### config.mk
export PLATFORM = sky130hd
export DESIGN_NAME = i2s_audio_tx
export DESIGN_NICKNAME = d
export VERILOG_FILES = /design/src/rtl/i2s_audio_tx_pkg.sv /design/src/rtl/i2s_bclk_gen.sv /design/src/rtl/i2s_audio_tx.sv
export SDC_FILE = /design/constraint.sdc
export NUM_CORES = 1
export LEC_CHECK = 0
export CORE_UTILIZATION = 45
export DETAILED_ROUTE_END_ITERATION = 10
export GPL_ROUTABILITY_DRIVEN = 1
export PLACE_DENSITY = 0.66
export SYNTH_ARGS = -nofsm -noshare
export SYNTH_HDL_FRONTEND = slang
export SYNTH_SLANG_ARGS = --single-unit
### constraint.sdc
create_clock -name main_clk -period 2.7 [get_ports main_clk]
set_clock_uncertainty 0.1 [all_clocks]
set_input_delay 0.675 -clock main_clk [delete_from_list [all_inputs] [get_ports main_clk]]
set_output_delay 0.675 -clock main_clk [all_outputs]
set_load 0.1 [all_outputs]
### src/rtl/i2s_audio_tx_pkg.sv
// rtl/i2s_audio_tx_pkg.sv - shared tiny-synth audio defaults and helpers
package i2s_audio_tx_pkg;

  // Synth-wide sample width and I2S slot width
  localparam int I2S_DATA_BITS_DEF = 12;
  localparam int I2S_SLOT_BITS_DEF = 16;
  localparam int I2S_CLK_DIV_DEF   = 4;

  // Counter width able to hold 0..n-1, never narrower than one bit
  function automatic int cnt_width(input int n);
    return (n > 1) ? $clog2(n) : 1;
  endfunction

endpackage

### src/rtl/i2s_bclk_gen.sv
// rtl/i2s_bclk_gen.sv - BCLK divider with fall/rise event strobes
module i2s_bclk_gen
  import i2s_audio_tx_pkg::*;
#(
  parameter int CLK_DIV = I2S_CLK_DIV_DEF
) (
  input  logic main_clk,
  input  logic rst_n,
  output logic bclk,
  output logic fall_evt,
  output logic rise_evt
);

  localparam int               DIV_W    = cnt_width(CLK_DIV);
  localparam logic [DIV_W-1:0] DIV_LAST = DIV_W'(CLK_DIV - 1);

  generate
    if (CLK_DIV < 1) begin : g_bad_div
      $error("i2s_bclk_gen: CLK_DIV must be at least 1");
    end
  endgenerate

  logic [DIV_W-1:0] div_q, div_d;
  logic             bclk_q, bclk_d;
  logic             tc;

  // Divider next state; bclk flips on the terminal count
  always_comb begin
    tc     = (div_q == DIV_LAST);
    div_d  = tc ? '0 : div_q + 1'b1;
    bclk_d = tc ? ~bclk_q : bclk_q;
  end

  // Divider and bclk registers
  always_ff @(posedge main_clk or negedge rst_n) begin
    if (!rst_n) begin
      div_q  <= '0;
      bclk_q <= 1'b0;
    end else begin
      div_q  <= div_d;
      bclk_q <= bclk_d;
    end
  end

  // Strobes are high in the cycle whose closing edge moves bclk
  assign bclk     = bclk_q;
  assign fall_evt = tc & bclk_q;
  assign rise_evt = tc & ~bclk_q;

endmodule

### src/rtl/i2s_audio_tx.sv
// rtl/i2s_audio_tx.sv - mono-to-stereo I2S transmitter with sample request strobe
module i2s_audio_tx
  import i2s_audio_tx_pkg::*;
#(
  parameter int DATA_BITS = I2S_DATA_BITS_DEF,
  parameter int SLOT_BITS = I2S_SLOT_BITS_DEF,
  parameter int CLK_DIV   = I2S_CLK_DIV_DEF
) (
  input  logic                 main_clk,
  input  logic                 rst_n,
  input  logic [DATA_BITS-1:0] sample_in,
  input  logic                 en,
  output logic                 sample_req,
  output logic                 i2s_bclk,
  output logic                 i2s_lrclk,
  output logic                 i2s_sdata
);

  localparam int               CNT_W    = cnt_width(SLOT_BITS);
  localparam logic [CNT_W-1:0] BIT_LAST = CNT_W'(SLOT_BITS - 1);
  localparam int               PAD_BITS = SLOT_BITS - DATA_BITS;

  generate
    if (SLOT_BITS < DATA_BITS) begin : g_bad_slot
      $error("i2s_audio_tx: SLOT_BITS must be >= DATA_BITS");
    end
  endgenerate

  logic                 fall_evt, rise_evt;
  logic [CNT_W-1:0]     bit_cnt_q, bit_cnt_d;
  logic                 lrclk_q, lrclk_d;
  logic                 sdata_q, sdata_d;
  logic                 req_q, req_d;
  logic [DATA_BITS-1:0] hold_q, hold_d;
  logic [SLOT_BITS-1:0] shift_q, shift_d;
  logic                 lr_toggle, to_left;
  logic [DATA_BITS-1:0] new_sample, word_src;
  logic [SLOT_BITS-1:0] slot_word;

  i2s_bclk_gen #(
    .CLK_DIV (CLK_DIV)
  ) u_bclk_gen (
    .main_clk (main_clk),
    .rst_n    (rst_n),
    .bclk     (i2s_bclk),
    .fall_evt (fall_evt),
    .rise_evt (rise_evt)
  );

  // The divider can never report both edges in one cycle
  assert property (@(posedge main_clk) disable iff (!rst_n) !(fall_evt && rise_evt));

  // Frame sequencing: everything moves on fall events; the shift register is
  // reloaded at the lrclk toggle, so the old slot's LSB goes out alongside the
  // toggle and the new MSB follows one BCLK later
  always_comb begin
    lr_toggle  = fall_evt && (bit_cnt_q == BIT_LAST);
    to_left    = lr_toggle && lrclk_q;
    new_sample = en ? sample_in : '0;
    word_src   = to_left ? new_sample : hold_q;
    slot_word  = SLOT_BITS'(word_src) << PAD_BITS;

    bit_cnt_d = bit_cnt_q;
    lrclk_d   = lrclk_q;
    sdata_d   = sdata_q;
    req_d     = 1'b0;
    hold_d    = hold_q;
    shift_d   = shift_q;

    if (fall_evt) begin
      bit_cnt_d = lr_toggle ? '0 : bit_cnt_q + 1'b1;
      sdata_d   = shift_q[SLOT_BITS-1];
      shift_d   = shift_q << 1;
      if (lr_toggle) begin
        lrclk_d = ~lrclk_q;
        shift_d = slot_word;
      end
      if (to_left) begin
        hold_d = new_sample;
        req_d  = 1'b1;
      end
    end
  end

  // Frame state registers
  always_ff @(posedge main_clk or negedge rst_n) begin
    if (!rst_n) begin
      bit_cnt_q <= '0;
      lrclk_q   <= 1'b0;
      sdata_q   <= 1'b0;
      req_q     <= 1'b0;
      hold_q    <= '0;
      shift_q   <= '0;
    end else begin
      bit_cnt_q <= bit_cnt_d;
      lrclk_q   <= lrclk_d;
      sdata_q   <= sdata_d;
      req_q     <= req_d;
      hold_q    <= hold_d;
      shift_q   <= shift_d;
    end
  end

  assign sample_req = req_q;
  assign i2s_lrclk  = lrclk_q;
  assign i2s_sdata  = sdata_q;

endmodule
==> impl_metrics.py <==
metrics = {
    "synthesis": {
        "ys_ff_latch": 34,
        "synth.avg_cell_area_um2": 10.5,
        "synth_warnings": 0,
        "synth_nets": 170,
        "synth_edf_count": 0,
        "async_flop_share": 1.00,
        "ys.flop_type": "dfrtp_1",
        "synth_seq_area_share": 0.528,
        "syn-cell-area_um2": 1610,
        "netlist_instances": 153,
        "synthDistinctLibCells": 27,
    },
    "cts": {
        "cts_tree": "done",
        "cts_buffers": 5,
        "htree_levels": 2,
        "hold_buffers": 0,
        "cts_root_buf": "clkbuf_4",
        "cts_buffer_depth": 2,
        "cts_num_sinks": 34,
        "post_cts_buffers": 0,
        "post_cts_resized": 0,
        "clk_pin_slew_ns": 0.12,
        "clk_latency_ns": 0.34,
    },
    "power_and_ir_drop": {
        "p_comb_frac": 0.043,
        "p_per_area_nw_per_um2": 533,
        "ir_drop_mv": 0.317,
        "power_leakage_uw": 0.000889,
        "p_sw_uw": 202,
        "sw_frac_of_total": 0.197,
        "power_frac_clock": 0.460,
        "p_seq_frac": 0.498,
        "intPower_uw": 821,
    },
    "setup_path": {
        "cp_top_family": "flip-flops",
        "cp.arrival_ns": 1.27,
        "criticalPathCategory": "reg2out",
        "cp.buffers_inverters": 1,
        "cp_max_fo": 14,
        "critPathMaxStageDelay_ns": 0.67,
        "cp.required_ns": 1.92,
        "worstPathCellList": "buf_12",
        "cpMaxStageDelayCell": "dfrtp_1",
        "crit_path_end_kind": "output pin",
        "crit_path_start_kind": "register",
    },
    "placed_design": {
        "gp_congestion": 0.729,
        "dp_slack_ns": 0.677,
        "portBuffers": 18,
        "dpl-instance-area_um2": 1810,
        "hpwl_um": 2000,
    },
    "layout": {
        "nNetsFinal": 190,
        "drive_above_1_share": 0.121,
        "area_growth_pct": 19.0,
        "diodes": 0,
        "n_fill_cell": 305,
        "final_cell_mix": "dfrtp_1 (34), nand2_1 (19), nand3_1 (14), clkdlybuf4s50_1 (14), o21ai_0 (13)",
        "final_area_um2": 1920,
        "multi_input_area_um2": 639,
        "final_common_cell": "dfrtp_1",
        "seq_area_um2": 851,
    },
    "sta": {
        "max-slew-margin-rel": 0.665,
        "min_period_ns": 2.04,
        "period_share": 0.756,
        "fin_setup_tns_ns": 0,
        "finalHoldViolCount": 0,
        "layout_setup_ws_ns": 0.658,
        "max_slew.worst_pin.slew_ns": 0.503,
        "whs_ns": 0.346,
        "slew_violations": 0,
        "setup_viol": 0,
        "rsz0062_at_grt": "false",
        "timing.fmax_ghz": 0.490,
    },
    "die": {
        "die_area_um2": 3830,
        "fp.dieW_um": 61.9,
        "core_um2": 3390,
        "die_h_um": 61.9,
        "initial_core_util": 0.476,
        "io_pins": 19,
        "rows": 21,
    },
    "run_status": {
        "status": "complete, no violations",
    },
    "job": {
        "max_cap_viol_count": 0,
    },
    "grt": {
        "grt-ovfl-total": 0,
        "grt_pass1_vias": 1150,
        "track_usage": 0.186,
        "grt_max_degree": 35,
        "grt_pass1_wl_um": 5020,
        "antenna_found_initial": 0,
    },
    "drt": {
        "viasPerCell": 5.33,
        "wl_um": 2940,
        "routedWlPerCell_um": 13.4,
        "vias": 1173,
        "drtAntennaViolNets": 0,
        "drc": 0,
        "firstDrtPassIters": 4,
        "first_iter_violations": 80,
    },
    "hold_path": {
        "hold_class": "reg2reg",
    },
}
==> worst paths after layout <==
| kind | from | to | slack (ns) | cells past startpoint |
|---|---|---|---|---|
| hold reg to reg | u_bclk_gen.div_q[0] | u_bclk_gen.div_q[0] | 0.35 | 1 |
| max in group asynchronous | rst_n | shift_q[5] | 1.57 | 2 |
| setup reg to reg | u_bclk_gen.div_q[0] | shift_q[5] | 0.82 | 5 |
| min in group asynchronous | rst_n | shift_q[12] | 0.62 | 2 |
| setup / recovery | i2s_lrclk | i2s_lrclk | 0.66 | 1 |
| hold / removal | u_bclk_gen.div_q[0] | u_bclk_gen.div_q[0] | 0.35 | 1 |
==> cells in the mapped netlist, drive strengths merged, types with 2 or more instances <==
| master | n | share of area |
|---|---|---|
| dfrtp | 34 | 0.53 |
| nand2 | 20 | 0.048 |
| nand3 | 14 | 0.043 |
| o21ai | 13 | 0.040 |
| inv | 12 | 0.028 |
| mux2i | 12 | 0.074 |
| a221o | 11 | 0.068 |
| and2 | 11 | 0.044 |
| buf | 8 | 0.043 |
| nor2 | 3 | 0.0070 |
| and3 | 2 | 0.011 |
| clkbuf | 2 | 0.0047 |
| ha | 2 | 0.016 |
| xor2 | 2 | 0.011 |
==> logic make-up after synthesis <==
group	Yosys count	share of synthesized area
flip-flops	34	0.528
buffers and inverters	22	0.0760
multiplexers	13	0.0815
AO/OA/AOI/OAI	27	0.122
AND/OR/NAND/NOR	52	0.161
XOR/XNOR	3	0.0163
adder cells (fa/ha/maj)	2	0.0155
==> per-layer routing <==
| metal | global-route usage | share of wire | routed length (µm) | vias up |
|---|---|---|---|---|
| met5 | 0 | 0 | 0 | - |
| met4 | 0.0794 | 0.013 | 38 | 0 |
| met3 | 0.0621 | 0.038 | 112 | 5 |
| met2 | 0.303 | 0.48 | 1430 | 20 |
| met1 | 0.226 | 0.46 | 1370 | 581 |
| li1 | - | - | - | 567 |
==> flip-flops by register name (all words and copies together) (netlist names) <==
| register | flops |
|---|---|
| hold_q | 12 |
| i2s_lrclk | 1 |
| i2s_sdata | 1 |
| bit_cnt_q | 4 |
| u_bclk_gen.div_q | 2 |
| sample_req | 1 |
| u_bclk_gen.bclk | 1 |
| shift_q | 12 |
==> cell type report <==
cell class                 instances  area share
tap                               46      0.0300
multi-input combinational         97       0.333
inverter                          12      0.0235
clock inverter                     3      0.0359
sequential                        34       0.443
timing repair buffer              23       0.115
clock buffer                       5      0.0196
==> power groups by stage <==
stage,Combinational [µW],Sequential (µW),Clock [µW]
after floorplan,8.39,519,0
after global placement,43.8,519,0
after detailed placement,44.6,519,0
after CTS,44.5,509,481
after global routing,47.8,509,505
final,43.5,509,470
==> through the flow <==
stage,utilization,cells,total power (µW)
after floorplan,-,153,527
after global placement,0.535,212,563
after detailed placement,0.535,212,563
after CTS,0.566,220,1030
after global routing,0.566,220,1060
final,0.566,220,1020
(Power assumes the default switching activity.)
